--- config.mk ---
export PLATFORM = sky130hd
export DESIGN_NAME = vram_arbiter_flat
export DESIGN_NICKNAME = d
export VERILOG_FILES = /design/src/rtl/vram_pkg.sv /design/src/rtl/vram_arbiter_if.sv /design/src/rtl/vram_tag_pipe.sv /design/src/rtl/vram_arbiter.sv /design/src/flat_wrapper.sv
export SDC_FILE = /design/constraint.sdc
export NUM_CORES = 1
export LEC_CHECK = 0
export BUFFER_PORTS_ARGS = -buffer_cell sky130_fd_sc_hd__buf_4
export CORE_ASPECT_RATIO = 0.7
export CORE_UTILIZATION = 51
export DETAILED_ROUTE_END_ITERATION = 10
export GPL_TIMING_DRIVEN = 0
export PLACE_DENSITY = 0.78
export SLEW_MARGIN = 30
export SYNTH_ARGS = -nofsm -noshare
export SYNTH_HDL_FRONTEND = slang
export SYNTH_HIERARCHICAL = 1
export SYNTH_SLANG_ARGS = --single-unit
--- constraint.sdc ---
create_clock -name Clk -period 2.3 [get_ports Clk]
set_clock_uncertainty 0.2 [all_clocks]
set_input_delay 0.115 -clock Clk [delete_from_list [all_inputs] [get_ports Clk]]
set_output_delay 0.115 -clock Clk [all_outputs]
set_load 0.01 [all_outputs]
--- src/rtl/vram_pkg.sv ---
// Shared types for the VRAM arbiter: requester ownership, return-path tags
// and the CPU request state machine encoding.
package vram_pkg;

  localparam int VRAM_ADDR_W = 11;
  localparam int VRAM_DATA_W = 32;

  typedef enum logic {
    OWN_VID = 1'b0,
    OWN_CPU = 1'b1
  } owner_t;

  // valid=0 marks a slot that returns nothing (idle cycle or CPU write)
  typedef struct packed {
    logic   valid;
    owner_t owner;
  } tag_t;

  typedef enum logic [1:0] {
    C_IDLE  = 2'd0,
    C_ISSUE = 2'd1,
    C_WAIT  = 2'd2,
    C_ACK   = 2'd3
  } cpu_state_t;

  localparam tag_t TAG_NONE = '{valid: 1'b0, owner: OWN_VID};

  function automatic tag_t make_tag(input logic valid, input owner_t owner);
    tag_t t;
    t.valid = valid;
    t.owner = owner;
    return t;
  endfunction

endpackage

--- src/rtl/vram_arbiter_if.sv ---
// Signal bundle between the arbiter, its two requesters and the VRAM BRAM.
// Handshakes: vid_req is a one-word-per-cycle strobe answered by a vid_valid
// pulse; cpu_req is a level held with stable fields until the one-cycle
// cpu_ack pulse; ram_rdata returns RD_LAT cycles after ram_en.
interface vram_arbiter_if
  import vram_pkg::*;
#(
  parameter int ADDR_W = VRAM_ADDR_W,
  parameter int DATA_W = VRAM_DATA_W
);

  localparam int BE_W = DATA_W / 8;

  logic              vid_req;
  logic [ADDR_W-1:0] vid_addr;
  logic              vid_valid;
  logic [DATA_W-1:0] vid_rdata;

  logic              cpu_req;
  logic              cpu_we;
  logic [ADDR_W-1:0] cpu_addr;
  logic [DATA_W-1:0] cpu_wdata;
  logic [BE_W-1:0]   cpu_be;
  logic              cpu_ack;
  logic [DATA_W-1:0] cpu_rdata;

  logic              ram_en;
  logic [BE_W-1:0]   ram_we;
  logic [ADDR_W-1:0] ram_addr;
  logic [DATA_W-1:0] ram_wdata;
  logic [DATA_W-1:0] ram_rdata;

  modport slave (
    input  vid_req, vid_addr,
    output vid_valid, vid_rdata,
    input  cpu_req, cpu_we, cpu_addr, cpu_wdata, cpu_be,
    output cpu_ack, cpu_rdata,
    output ram_en, ram_we, ram_addr, ram_wdata,
    input  ram_rdata
  );

  modport master (
    output vid_req, vid_addr,
    input  vid_valid, vid_rdata,
    output cpu_req, cpu_we, cpu_addr, cpu_wdata, cpu_be,
    input  cpu_ack, cpu_rdata,
    input  ram_en, ram_we, ram_addr, ram_wdata,
    output ram_rdata
  );

endinterface

--- src/rtl/vram_tag_pipe.sv ---
// Shift register of return-path tags that travels alongside each RAM access
// so the tail lines up with the corresponding ram_rdata word.
module vram_tag_pipe
  import vram_pkg::*;
#(
  parameter int DEPTH = 2
) (
  input  logic clk_i,
  input  logic clr_i,
  input  tag_t tag_i,
  output tag_t tag_o
);

  tag_t pipe_q [DEPTH];
  tag_t pipe_d [DEPTH];

  always_comb begin
    pipe_d[0] = tag_i;
    for (int i = 1; i < DEPTH; i++) begin
      pipe_d[i] = pipe_q[i-1];
    end
  end

  always_ff @(posedge clk_i) begin
    if (clr_i) begin
      for (int i = 0; i < DEPTH; i++) begin
        pipe_q[i] <= TAG_NONE;
      end
    end else begin
      for (int i = 0; i < DEPTH; i++) begin
        pipe_q[i] <= pipe_d[i];
      end
    end
  end

  assign tag_o = pipe_q[DEPTH-1];

endmodule

--- src/rtl/vram_arbiter.sv ---
// Shares one single-port VRAM between the video fetcher (strict priority,
// one read per cycle) and the CPU bridge (served in cycles video leaves idle).
module vram_arbiter
  import vram_pkg::*;
#(
  parameter int ADDR_W = VRAM_ADDR_W,
  parameter int DATA_W = VRAM_DATA_W,
  parameter int RD_LAT = 1
) (
  input  logic          Clk,
  input  logic          reset_ah,
  vram_arbiter_if.slave bus,
  output logic [15:0]   cpu_wait_max,
  output cpu_state_t    cpu_state_o
);

  localparam int BE_W      = DATA_W / 8;
  localparam int TAG_DEPTH = RD_LAT + 1;

  cpu_state_t        state_q, state_d;
  logic [ADDR_W-1:0] req_addr_q, req_addr_d;
  logic              req_we_q, req_we_d;
  logic [DATA_W-1:0] req_wdata_q, req_wdata_d;
  logic [BE_W-1:0]   req_be_q, req_be_d;
  logic [DATA_W-1:0] cpu_rdata_q, cpu_rdata_d;
  logic [15:0]       wait_cnt_q, wait_cnt_d;
  logic [15:0]       wait_max_q, wait_max_d;

  logic              ram_en_q, ram_en_d;
  logic [BE_W-1:0]   ram_we_q, ram_we_d;
  logic [ADDR_W-1:0] ram_addr_q, ram_addr_d;
  logic [DATA_W-1:0] ram_wdata_q, ram_wdata_d;

  logic              vid_valid_q, vid_valid_d;
  logic [DATA_W-1:0] vid_rdata_q, vid_rdata_d;

  logic grant_vid, grant_cpu;
  tag_t tag_in, tag_tail;

  // Video always wins; there is deliberately no anti-starvation override.
  assign grant_vid = bus.vid_req;

  always_comb begin
    state_d     = state_q;
    req_addr_d  = req_addr_q;
    req_we_d    = req_we_q;
    req_wdata_d = req_wdata_q;
    req_be_d    = req_be_q;
    cpu_rdata_d = cpu_rdata_q;
    wait_cnt_d  = wait_cnt_q;
    wait_max_d  = (wait_cnt_q > wait_max_q) ? wait_cnt_q : wait_max_q;
    grant_cpu   = 1'b0;

    unique case (state_q)
      C_IDLE: begin
        if (bus.cpu_req) begin
          req_addr_d  = bus.cpu_addr;
          req_we_d    = bus.cpu_we;
          req_wdata_d = bus.cpu_wdata;
          req_be_d    = bus.cpu_be;
          wait_cnt_d  = '0;
          state_d     = C_ISSUE;
        end
      end
      C_ISSUE: begin
        if (!bus.vid_req) begin
          grant_cpu  = 1'b1;
          wait_cnt_d = '0;
          state_d    = req_we_q ? C_ACK : C_WAIT;
        end else if (wait_cnt_q != 16'hFFFF) begin
          wait_cnt_d = wait_cnt_q + 16'd1;
        end
      end
      C_WAIT: begin
        if (tag_tail.valid && tag_tail.owner == OWN_CPU) begin
          cpu_rdata_d = bus.ram_rdata;
          state_d     = C_ACK;
        end
      end
      C_ACK: begin
        state_d = C_IDLE;
      end
      default: state_d = C_IDLE;
    endcase
  end

  always_comb begin
    ram_en_d    = grant_vid | grant_cpu;
    ram_we_d    = '0;
    ram_addr_d  = '0;
    ram_wdata_d = '0;
    if (grant_vid) begin
      ram_addr_d = bus.vid_addr;
    end else if (grant_cpu) begin
      ram_addr_d  = req_addr_q;
      ram_wdata_d = req_wdata_q;
      if (req_we_q) begin
        ram_we_d = req_be_q;
      end
    end
    // Writes produce no read data, so their tag stays invalid.
    tag_in = make_tag(grant_vid | (grant_cpu & ~req_we_q),
                      grant_vid ? OWN_VID : OWN_CPU);

    vid_valid_d = tag_tail.valid && (tag_tail.owner == OWN_VID);
    vid_rdata_d = vid_valid_d ? bus.ram_rdata : vid_rdata_q;
  end

  vram_tag_pipe #(
    .DEPTH (TAG_DEPTH)
  ) u_tag_pipe (
    .clk_i (Clk),
    .clr_i (reset_ah),
    .tag_i (tag_in),
    .tag_o (tag_tail)
  );

  always_ff @(posedge Clk) begin
    if (reset_ah) begin
      state_q     <= C_IDLE;
      req_addr_q  <= '0;
      req_we_q    <= 1'b0;
      req_wdata_q <= '0;
      req_be_q    <= '0;
      cpu_rdata_q <= '0;
      wait_cnt_q  <= '0;
      wait_max_q  <= '0;
      ram_en_q    <= 1'b0;
      ram_we_q    <= '0;
      ram_addr_q  <= '0;
      ram_wdata_q <= '0;
      vid_valid_q <= 1'b0;
      vid_rdata_q <= '0;
    end else begin
      state_q     <= state_d;
      req_addr_q  <= req_addr_d;
      req_we_q    <= req_we_d;
      req_wdata_q <= req_wdata_d;
      req_be_q    <= req_be_d;
      cpu_rdata_q <= cpu_rdata_d;
      wait_cnt_q  <= wait_cnt_d;
      wait_max_q  <= wait_max_d;
      ram_en_q    <= ram_en_d;
      ram_we_q    <= ram_we_d;
      ram_addr_q  <= ram_addr_d;
      ram_wdata_q <= ram_wdata_d;
      vid_valid_q <= vid_valid_d;
      vid_rdata_q <= vid_rdata_d;
    end
  end

  assign bus.vid_valid = vid_valid_q;
  assign bus.vid_rdata = vid_rdata_q;
  assign bus.cpu_ack   = (state_q == C_ACK);
  assign bus.cpu_rdata = cpu_rdata_q;
  assign bus.ram_en    = ram_en_q;
  assign bus.ram_we    = ram_we_q;
  assign bus.ram_addr  = ram_addr_q;
  assign bus.ram_wdata = ram_wdata_q;
  assign cpu_wait_max  = wait_max_q;
  assign cpu_state_o   = state_q;

endmodule

--- src/flat_wrapper.sv ---
// flat-port wrapper written by rule: the top's interface ports become plain ports
module vram_arbiter_flat import vram_pkg::*;
#(
  parameter int ADDR_W = VRAM_ADDR_W,
  parameter int DATA_W = VRAM_DATA_W,
  parameter int RD_LAT = 1
)
  (Clk, reset_ah, cpu_wait_max, cpu_state_o, bus_vid_req, bus_vid_addr, bus_vid_valid, bus_vid_rdata, bus_cpu_req, bus_cpu_we, bus_cpu_addr, bus_cpu_wdata, bus_cpu_be, bus_cpu_ack, bus_cpu_rdata, bus_ram_en, bus_ram_we, bus_ram_addr, bus_ram_wdata, bus_ram_rdata);
  vram_arbiter_if #(.ADDR_W(ADDR_W), .DATA_W(DATA_W)) bus_i ();
  input  logic Clk;
  input  logic reset_ah;
  output logic [15:0] cpu_wait_max;
  output cpu_state_t cpu_state_o;
  input wire logic [$bits(bus_i.vid_req)-1:0] bus_vid_req;
  input wire logic [$bits(bus_i.vid_addr)-1:0] bus_vid_addr;
  output wire logic [$bits(bus_i.vid_valid)-1:0] bus_vid_valid;
  output wire logic [$bits(bus_i.vid_rdata)-1:0] bus_vid_rdata;
  input wire logic [$bits(bus_i.cpu_req)-1:0] bus_cpu_req;
  input wire logic [$bits(bus_i.cpu_we)-1:0] bus_cpu_we;
  input wire logic [$bits(bus_i.cpu_addr)-1:0] bus_cpu_addr;
  input wire logic [$bits(bus_i.cpu_wdata)-1:0] bus_cpu_wdata;
  input wire logic [$bits(bus_i.cpu_be)-1:0] bus_cpu_be;
  output wire logic [$bits(bus_i.cpu_ack)-1:0] bus_cpu_ack;
  output wire logic [$bits(bus_i.cpu_rdata)-1:0] bus_cpu_rdata;
  output wire logic [$bits(bus_i.ram_en)-1:0] bus_ram_en;
  output wire logic [$bits(bus_i.ram_we)-1:0] bus_ram_we;
  output wire logic [$bits(bus_i.ram_addr)-1:0] bus_ram_addr;
  output wire logic [$bits(bus_i.ram_wdata)-1:0] bus_ram_wdata;
  input wire logic [$bits(bus_i.ram_rdata)-1:0] bus_ram_rdata;
  assign bus_i.vid_req = bus_vid_req;
  assign bus_i.vid_addr = bus_vid_addr;
  assign bus_vid_valid = bus_i.vid_valid;
  assign bus_vid_rdata = bus_i.vid_rdata;
  assign bus_i.cpu_req = bus_cpu_req;
  assign bus_i.cpu_we = bus_cpu_we;
  assign bus_i.cpu_addr = bus_cpu_addr;
  assign bus_i.cpu_wdata = bus_cpu_wdata;
  assign bus_i.cpu_be = bus_cpu_be;
  assign bus_cpu_ack = bus_i.cpu_ack;
  assign bus_cpu_rdata = bus_i.cpu_rdata;
  assign bus_ram_en = bus_i.ram_en;
  assign bus_ram_we = bus_i.ram_we;
  assign bus_ram_addr = bus_i.ram_addr;
  assign bus_ram_wdata = bus_i.ram_wdata;
  assign bus_i.ram_rdata = bus_ram_rdata;
  vram_arbiter #(.ADDR_W(ADDR_W), .DATA_W(DATA_W), .RD_LAT(RD_LAT)) u_core (.Clk(Clk), .reset_ah(reset_ah), .bus(bus_i), .cpu_wait_max(cpu_wait_max), .cpu_state_o(cpu_state_o));
endmodule
== Word-level counts from Yosys, hierarchy flattened ==
Memories as Yosys holds them, arrays and structs flattened.
Index checks and enable logic that the tools add are counted.

* Register bits after elaboration: 195
* Bits in latches: 0
* RAM bits: 4
* ROM bits: 0
* Bits of input ports: 95
* Output and inout bits: 132
* Logic and storage cells: 61
* Memories kept: 1

{| class="wikitable"
|+ Memories
! memory !! words !! bits a word !! rd ports !! clocked after memory_dff !! write ports !! RTL line !! source
|-
| u_core.u_tag_pipe.pipe_q || 2 || 2 || 2 || 0 || 2 || vram_tag_pipe.sv:14 || <nowiki>tag_t pipe_q [DEPTH];</nowiki>
|}

* $add $sub $neg: 1
* $mul: 0
* Div/mod/pow operators: 0
* Magnitude comparators: 1
* Equality and inequality tests: 8
* Shifts and indexed selects: 0
* Multiplexer cells: 18
* Bitwise operators: 8
* Reductions and logical operators: 10

{| class="wikitable"
|+ Operators with widths
! cell !! count
|-
| two-way mux 16 bit || 3
|-
| one-hot mux 16 bit (2 select lines) || 1
|-
| two-way mux 11 bit || 2
|-
| adder 16 x 1 -> 16 bit (second input constant) || 1
|-
| greater-than comparator 16 bit || 1
|-
| inequality test 16 bit (second input constant) || 1
|-
| two-way mux 2 bit || 5
|-
| one-hot mux 2 bit (4 select lines) || 1
|-
| two-way mux 1 bit || 6
|-
| AND reduction 3 bit || 2
|-
| equality test 2 bit (second input constant) || 2
|-
| inequality test 2 bit (second input constant) || 2
|-
| OR 1 bit || 4
|-
| AND reduction 2 bit || 2
|-
| OR reduction 4 bit || 1
|-
| inequality test 3 x 2 -> 1 bit (second input constant) || 1
|-
| NOT 1 bit || 3
|-
| OR reduction 3 bit || 1
|-
| equality test 2 x 1 -> 1 bit (second input constant) || 1
|-
| logical AND 1 bit || 2
|-
| zero test 2 bit || 1
|-
| inequality test 2 x 1 -> 1 bit (second input constant) || 1
|-
| nonzero test 2 bit || 1
|-
| AND 1 bit || 1
|}

== Logic depth before layout (Yosys ltp) ==
Gate-level depths: netlist (run 1).

* Word-level depth: 5
* Depth in mapped cells: 9
* Gate-level depth less buffers: 7

== Cells and area by module ==
The synthesis (run 1) kept the hierarchy.

{| class="wikitable"
|+ Modules (own cells, without submodules)
! module !! times used !! cells an instance !! area each (µm²)
|-
| vram_arbiter || 1 || 844 || 7294.5
|-
| vram_tag_pipe || 1 || 8 || 105.1
|}

== Least setup slack after synthesis (run 1) ==
OpenSTA, ideal clock, no wires.

* Path type: register to register
* Start: reg u_core.wait_max_q[15], in the netlist u_core/cpu_wait_max[15]
* End: reg u_core.wait_max_q[10], in the netlist u_core/cpu_wait_max[10]
* Library setup time: 72 ps
* Data arrival time: 1925 ps
* Slack: 103 ps
* Cell stages (with the launch flop): 10
* Buffers on the path: 2
* Period minus slack after synthesis: 2197 ps
* Path through: dfxtp_1 -> inv_1 -> ha_1 -> nand4_1 -> nor4_1 -> a21boi_2 -> o31a_2 -> buf_6 -> buf_8 -> mux2i_1

* Word-level cells in the longest chain between the ends: 1

{| class="wikitable"
|+ Ends and longest elaborated chain
! element !! RTL line !! source
|-
| start, declared || vram_arbiter.sv:27 || <nowiki>logic [15:0] wait_max_q, wait_max_d;</nowiki>
|-
| start signal, assigned || vram_arbiter.sv:142 || <nowiki>wait_max_q <= wait_max_d;</nowiki>
|-
| greater-than comparator 16 bit || vram_arbiter.sv:51 || <nowiki>wait_max_d = (wait_cnt_q > wait_max_q) ? wait_cnt_q : wait_max_q;</nowiki>
|}

No other way between the ends.
A chain may end at the register's enable or synchronous reset.

== Worst setup path in the final report (run 1) ==
* Start: reg u_core.wait_max_q[1], in the netlist u_core/cpu_wait_max[1]
* End: reg u_core.wait_max_q[1], in the netlist u_core/cpu_wait_max[1]

Same word-level chain as after synthesis.

==> metrics, run 1 <==
status=completed; # diodes=0; flops & latches, synth=approximately 200; Rows=36; Fillers=957; Initial Util=roughly 53%; Max IR drop VDD=0.682 mV; Unique masters post-synth=45; main combinational cell family by area after synthesis=simple AND/OR/NAND/NOR gates; arrival time of the worst setup path=~2.4 ns; clk sinks=199; Final Setup Violations=0; Slew Limit Fails=0; FMAX=around 440 MHz; Inserted Clock Buffers=17; compound-cell area share of the yosys netlist=12.2%; adder-cell share of the synthesized area=3.72%; first-pass GRT wire length=between 30000 and 40000 um; Vias per Instance=~5; design area=11000 um2; Clock Latency Late Sink=roughly 0.42 ns; die area=roughly 15000 um2; CTS clk-pin slew, worst paths=0.07 ns; PwrDens=762 nW/um2; maximum fanout along the worst path=8; RSZ-0062 raised after global routing=yes; Final Power=roughly 0.0084 W; Placer Congestion=0.855; ANT nets after route=0; drt first pass iters=7; crit end category=flip-flop; worst-path cell chain=inv_1 -> ha_1 -> and2b_2 -> o21ai_0 -> a21boi_2 -> o31a_2 -> buf_12 -> mux2i_4; worst-margin pin slew=0.637 ns; Avg WL per Cell=~16 um; Residual DRC=0; Fin. Hold Viols=0; CP max-delay cell=dfxtp_1; startpoint types=flip-flop; grt ovf=0; Crit Path Class=flip-flop to flip-flop; synthesized cell area=7400 um2; vias in the first global route=6967; CTS root buffer=clkbuf_16; Starting DRT DRC Count=between 300 and 400; post-synthesis simple-gate area fraction=22.1%; multiplexer share of the synthesized area=between 2 and 3%; min-delay src=bus_cpu_req; placed cells=1268; CP required=approximately 2.4 ns; Die Width=146 um; Synth Warn #=6; min Tclk post-route=2.26 ns; Final Non-Filler Cells=approximately 1400; syn_nets=969; Tcrit/Tclk final=98.1%; initial antenna violation count=0; Slew headroom=a little under three fifths; Core Util, Final=78.3%; Synth Area in XOR/XNOR=1.30%; Post-DP HPWL=between 10000 and 15000 um; # H-tree levels=4; Max-Cap Viols=0; Mapped Avg Cell Area=8.68 um2; GR Util All Layers=about 30%; CTS tree=done; reg2reg start=u_core/cpu_wait_max[1]; post-placement cell area=9330 um2; via count=7165; maximum root-to-sink buffer count=2; number of I/O port buffers=roughly 230; Leakage=4.60 nW; Core Region=14100 um2; Net count, final=1309; largest net degree at the start of global routing=20; Critical Path Start=u_core/cpu_wait_max[1]; Largest stage delay, worst path=around 0.40 ns; Layout area overhead=48.7%; Hold Path Class=primary input to flip-flop; Die Span Y=103 um; fraction of layout instances using a drive strength above 1=25.2%; io pins=227; Seq/Total Area, Yosys=53.8%; Mapped Cells=852; final wirelength=22600 um; Fin Hold WS=0.0471 ns
==> cells in the final DEF, fill, tap and decap left out, types with 2 or more instances in the layout <==
cell,n
a21o_1,2
a21oi_1,124
a22o_1,11
a31oi_1,2
and2_1,32
and2_2,2
and3_1,9
buf_2,2
buf_4,228
clkbuf_1,38
clkbuf_16,18
clkbuf_2,10
clkinv_4,3
clkinv_8,2
clkinvlp_4,2
dfxtp_1,188
dfxtp_2,11
dlygate4sd3_1,94
ha_1,18
ha_4,3
inv_1,21
inv_2,3
inv_6,3
inv_8,3
mux2i_1,18
nand2_1,239
nand2b_1,33
nand3_1,5
nand4_1,7
nor2_1,19
nor2b_1,5
nor3_1,2
o211ai_1,4
o21ai_0,8
or3_1,2
or4_1,2
xnor2_1,6
xor2_1,5
==> cell type report <==
class | instances | area, um2 | share of cell area (%)
Sequential cell | 199 | 4000 | 36.3
Timing Repair Buffer | 323 | 2680 | 24.3
Clock inverter | 13 | 134 | 1.22
Multi-Input combinational cell | 577 | 3200 | 29.1
Inverter | 24 | 90.1 | 0.819
Buffer | 50 | 219 | 1.99
Clock buffer | 19 | 443 | 4.03
Tap cell | 190 | 238 | 2.16
==> what timing repair did <==
item                                    4_1_cts  5_1_grt
pin swaps                                     2        4
hold endpoints to repair                    130        0
setup buffers                                 2        0
endpoints found under the setup margin       68       68
hold buffers                                 94        0
gates resized for setup                      13       31
gates cloned                                  0        1
==> state kept, by name, summed over array words and instances (netlist names) <==
signal	cells
u_core/req_we_q	1
u_core/wait_cnt_q	16
u_core/req_be_q	4
u_core/bus.vid_rdata	32
u_core/bus.ram_addr	11
u_core/cpu_wait_max	16
u_core/bus.ram_we	4
u_core/cpu_state_o	2
u_core/bus.vid_valid	1
u_core/u_tag_pipe/pipe_q	4
u_core/req_addr_q	11
u_core/bus.ram_en	1
u_core/req_wdata_q	32
u_core/bus.ram_wdata	32
u_core/bus.cpu_rdata	32
==> cell families (layout without fill, tap and decap cells) <==
family	after synthesis	after routing
AND/OR/NAND/NOR	363	363
flip-flops	199	199
AO/OA/AOI/OAI	161	161
buffers and inverters	76	429
adder cells (fa/ha/maj)	22	22
multiplexers	20	20
XOR/XNOR	11	11
==> critical path: cells and delay by family, from the launching register on <==
kind,cells,cell delay (ns)
AOI/OAI and AO/OA,3,0.64
muxes,1,0.17
and+or+nand+nor,1,0.19
DFF,1,0.40
adders and majority gates,1,0.31
buffers and inverters,2,0.24
==> cells in the mapped netlist (all sizes together) <==
master   number  area share, %
xnor2         6           0.71
nor3b         1           0.17
mux2i        19            2.6
a22o         11            1.3
o21ai         8           0.54
a21o          3           0.32
a21boi        1           0.15
inv          24            1.2
o31a          1           0.14
o2111ai       1           0.12
a222oi        1           0.14
nor4b         1           0.12
nand4b        1           0.12
o211ai        4           0.41
dfxtp       199             54
nand4         7           0.59
or4           2           0.20
ha           22            3.7
mux2          1           0.15
or2           1          0.085
o41ai         1           0.12
a311o         1           0.14
nor3          2           0.14
or3           2           0.17
o31ai         1           0.10
nand3         5           0.34
nor2         19           0.96
and2b         1           0.12
nor4          1          0.085
a31oi         3           0.25
nand2       239             12
clkbuf       48            2.4
xor2          5           0.59
and3          9           0.76
a21oi       124            8.4
nand2b       33            2.8
and2         34            2.9
nor2b         5           0.42
a211oi        1           0.10
buf           4           0.47
==> stage by stage <==
step,TNS (ns),setup WS (ns)
floorplan,0,0.103
global placement,-5.94,-0.170
detailed placement,-8.02,-0.209
finish,0,0.0438
global route,-0.118,-0.0425
CTS,0,0.00176
==> layer usage <==
metal | share of wire, % | GRT usage [%]
met4 | 3.1 | 14.0
met2 | 47 | 49.8
met3 | 7.5 | 7.79
met5 | 0 | 0
met1 | 42 | 35.9
==> power breakdown <==
part           internal, W  leakage (nW)  switching [W]
combinational     0.000707          2.70       0.000953
sequential         0.00369          1.62       0.000147
clock              0.00147         0.276        0.00141
total              0.00587          4.60        0.00251
==> path summary, 6_finish.rpt <==
kind	cells after the start	end	slack (ns)
min	5	u_core/cpu_state_o[0]	0.05
max	8	u_core/cpu_wait_max[1]	0.04
min reg2reg	1	u_core/u_tag_pipe/pipe_q[0][2]	0.24
max reg2reg	8	u_core/cpu_wait_max[1]	0.04
Note: power is estimated with default switching activity, not from simulation.
==> inputs of run 2 (changes only) <==
- CORE_ASPECT_RATIO: 0.7 -> 1.1
==> metrics, run 2 (synthesized netlist as in run 1, its figures left out) <==
Worst Slack Setup Final=0.0842 ns (+0.0404 ns); Crit Path Class=flip-flop to flip-flop; Switching Fraction=27.5% (-2.5 points); number of I/O port buffers=226 (unchanged); Clock Latency Late Sink=0.43 ns (about the same); crit end category=flip-flop; first-pass GRT wire length=34800 um (+0.44%); PwrDens=788 nW/um2 (+3.4%); cell count of the worst hold path=3 (-2); min Tclk post-route=2.22 ns (-0.0404 ns); reg2reg start=u_core/cpu_wait_max[11]; Rows=45 (+25%); Gate power share=19.0% (-0.8 points); ANT nets after route=0 (unchanged); maximum fanout along the worst path=8 (unchanged); io pins=227 (unchanged); worst-margin pin slew=0.613 ns (-0.0239 ns); Tcrit/Tclk final=96.3% (-1.8 points); sequential cell area=4000 um2 (about the same); Fillers=922 (-3.7%); Place WS=-0.192 ns (+0.0174 ns); GR Util All Layers=30.1% (+0.61 points); min-delay src=bus_vid_addr[6]; Max IR drop VDD=0.621 mV (-9.0%); arrival time of the worst setup path=2.37 ns (+0.02 ns); Die Width=117 um (-20%); Final Setup Violations=0 (unchanged); placed cells=1266 (-0.16%); Final Non-Filler Cells=1396 (+0.072%); Starting DRT DRC Count=405 (+13%); Leakage=4.65 nW (+1.2%); die area=15000 um2 (about the same); Core Region=14000 um2 (-0.64%); P_int=0.00634 W (+7.9%); Sw Pwr=0.00240 W (-4.4%); Max-Cap Viols=0 (unchanged); status=completed; Seq pwr share=44.0% (-1.8 points); Hold Path Class=primary input to flip-flop; CP required=2.46 ns (+0.06 ns); worst r2r dst=u_core/cpu_wait_max[5]; CTS root buffer=clkbuf_16; drt first pass iters=5 (-2); Slew Limit Fails=0 (unchanged); Initial Util=53.0% (+0.34 points); Avg WL per Cell=16.0 um (-1.3%); Slew headroom=59.2% (+1.6 points); CTS tree=done; commonest non-fill, non-tap cells in the layout=nand2_1 (239), buf_4 (229), dfxtp_1 (190), a21oi_1 (124), dlygate4sd3_1 (94); Residual DRC=0 (unchanged); FMAX=451 MHz (+1.8%); r2r worst-path depth=8 (unchanged); via count=7235 (+0.98%); Die Span Y=128 um (+25%); clock power share=37.0% (+2.6 points); Placer Congestion=0.833 (-2.5%); Layout area overhead=49.9%; initial antenna violation count=0 (unchanged); commonest non-fill, non-tap cell in the layout=nand2_1; Worst R2R Setup Slack=0.08 ns (+0.04 ns); grt ovf=0 (unchanged); # H-tree levels=4 (unchanged); area of the multi-input gates=3200 um2 (about the same); startpoint types=flip-flop; largest net degree at the start of global routing=18 (-10%); clk sinks=199 (unchanged); hold-critical path endpoint=u_core/bus.ram_addr[6]; maximum root-to-sink buffer count=2 (unchanged); Vias per Instance=5.18 (+0.90%); final wirelength=22300 um (-1.2%); Inserted Clock Buffers=17 (unchanged); final setup TNS=0 ns (unchanged); vias in the first global route=7279 (+4.5%); Fin. Hold Viols=0 (unchanged); Fin Hold WS=0.246 ns (+0.199 ns); CTS clk-pin slew, worst paths=0.07 ns (about the same); fraction of layout instances using a drive strength above 1=25.2% (-0.042 points); Post-DP HPWL=14100 um (-1.6%); Net count, final=1311 (+0.15%)
==> run 2: changes by cell type in the layout (fill, tap and decap cells not counted), moves of 2 or more <==
cell       delta
bufinv_16     +4
clkbuf_8      +2
clkinv_8      -2
dfxtp_1       +2
dfxtp_2       -2
ha_1          -2
ha_2          +2
inv_8         -2
==> run 2: how the worst max path moves through the flow <==
stage | start | endpoint | cells past startpoint
after global routing | u_core/cpu_state_o[1] | u_core/wait_cnt_q[5] | 7
final | u_core/cpu_wait_max[11] | u_core/cpu_wait_max[5] | 8
after detailed placement | u_core/cpu_wait_max[14] | u_core/cpu_wait_max[7] | 9
after global placement | u_core/cpu_state_o[1] | u_core/bus.ram_wdata[2] | 7
after CTS | u_core/cpu_wait_max[11] | u_core/cpu_wait_max[2] | 8
after floorplan | u_core/cpu_wait_max[15] | u_core/cpu_wait_max[10] | 9
==> run 2: timing repair <==
| item | CTS | global route |
|---|---|---|
| resized for setup | 7 | 44 |
| pin swaps | 1 | 7 |
| hold buffers | 94 | 0 |
| gates cloned | 0 | 1 |
| buffers inserted | 0 | 3 |
| endpoints found under the setup margin | 68 | 86 |
| endpoints found under the hold margin | 132 | 0 |
==> run 2: power by group through the flow <==
stage | combinational [W] | sequential, W | clock, W
4_1_cts | 0.00154 | 0.00383 | 0.00327
5_1_grt | 0.00181 | 0.00387 | 0.00344
2_1_floorplan | 0.000848 | 0.00391 | 0
6_report | 0.00166 | 0.00385 | 0.00324
3_3_place_gp | 0.00139 | 0.00389 | 0
3_5_place_dp | 0.00140 | 0.00390 | 0
==> run 2: critical path: stages, from the launching register on <==
cell,delay [ns]
dfxtp_2,0.34
inv_1,0.07
ha_4,0.27
nand4_1,0.15
nor4_4,0.35
a21boi_2,0.20
o31a_2,0.21
clkbuf_16,0.18
mux2i_1,0.18
==> run 2: layer usage <==
| metal | global-route usage (%) | vias to the layer above | routed length (um) |
|---|---|---|---|
| li1 | - | 3477 | - |
| met2 | 51.7 | 313 | 11200 |
| met5 | 0 | - | 0 |
| met1 | 33.7 | 3376 | 8650 |
| met4 | 16.2 | 0 | 805 |
| met3 | 8.53 | 69 | 1650 |
==> run 2: through the flow <==
stage | cell area [um2] | util, % | total power (W)
2_1_floorplan | 7400 | - | 0.00476
3_3_place_gp | 9330 | 66.8 | 0.00528
3_5_place_dp | 9330 | 66.8 | 0.00531
4_1_cts | 10900 | 78.3 | 0.00864
5_1_grt | 11100 | 79.4 | 0.00912
6_report | 11100 | 79.4 | 0.00874
==> run 2: final cells by class <==
| cell class | instances | area share, % |
|---|---|---|
| Buffer | 51 | 2.04 |
| Tap cell | 188 | 2.12 |
| Clock inverter | 12 | 1.69 |
| Inverter | 24 | 0.812 |
| Clock buffer | 20 | 4.21 |
| Multi-Input combinational cell | 577 | 28.9 |
| Antenna cell | 1 | 0.0226 |
| Timing Repair Buffer | 324 | 24.2 |
| Sequential cell | 199 | 36.0 |
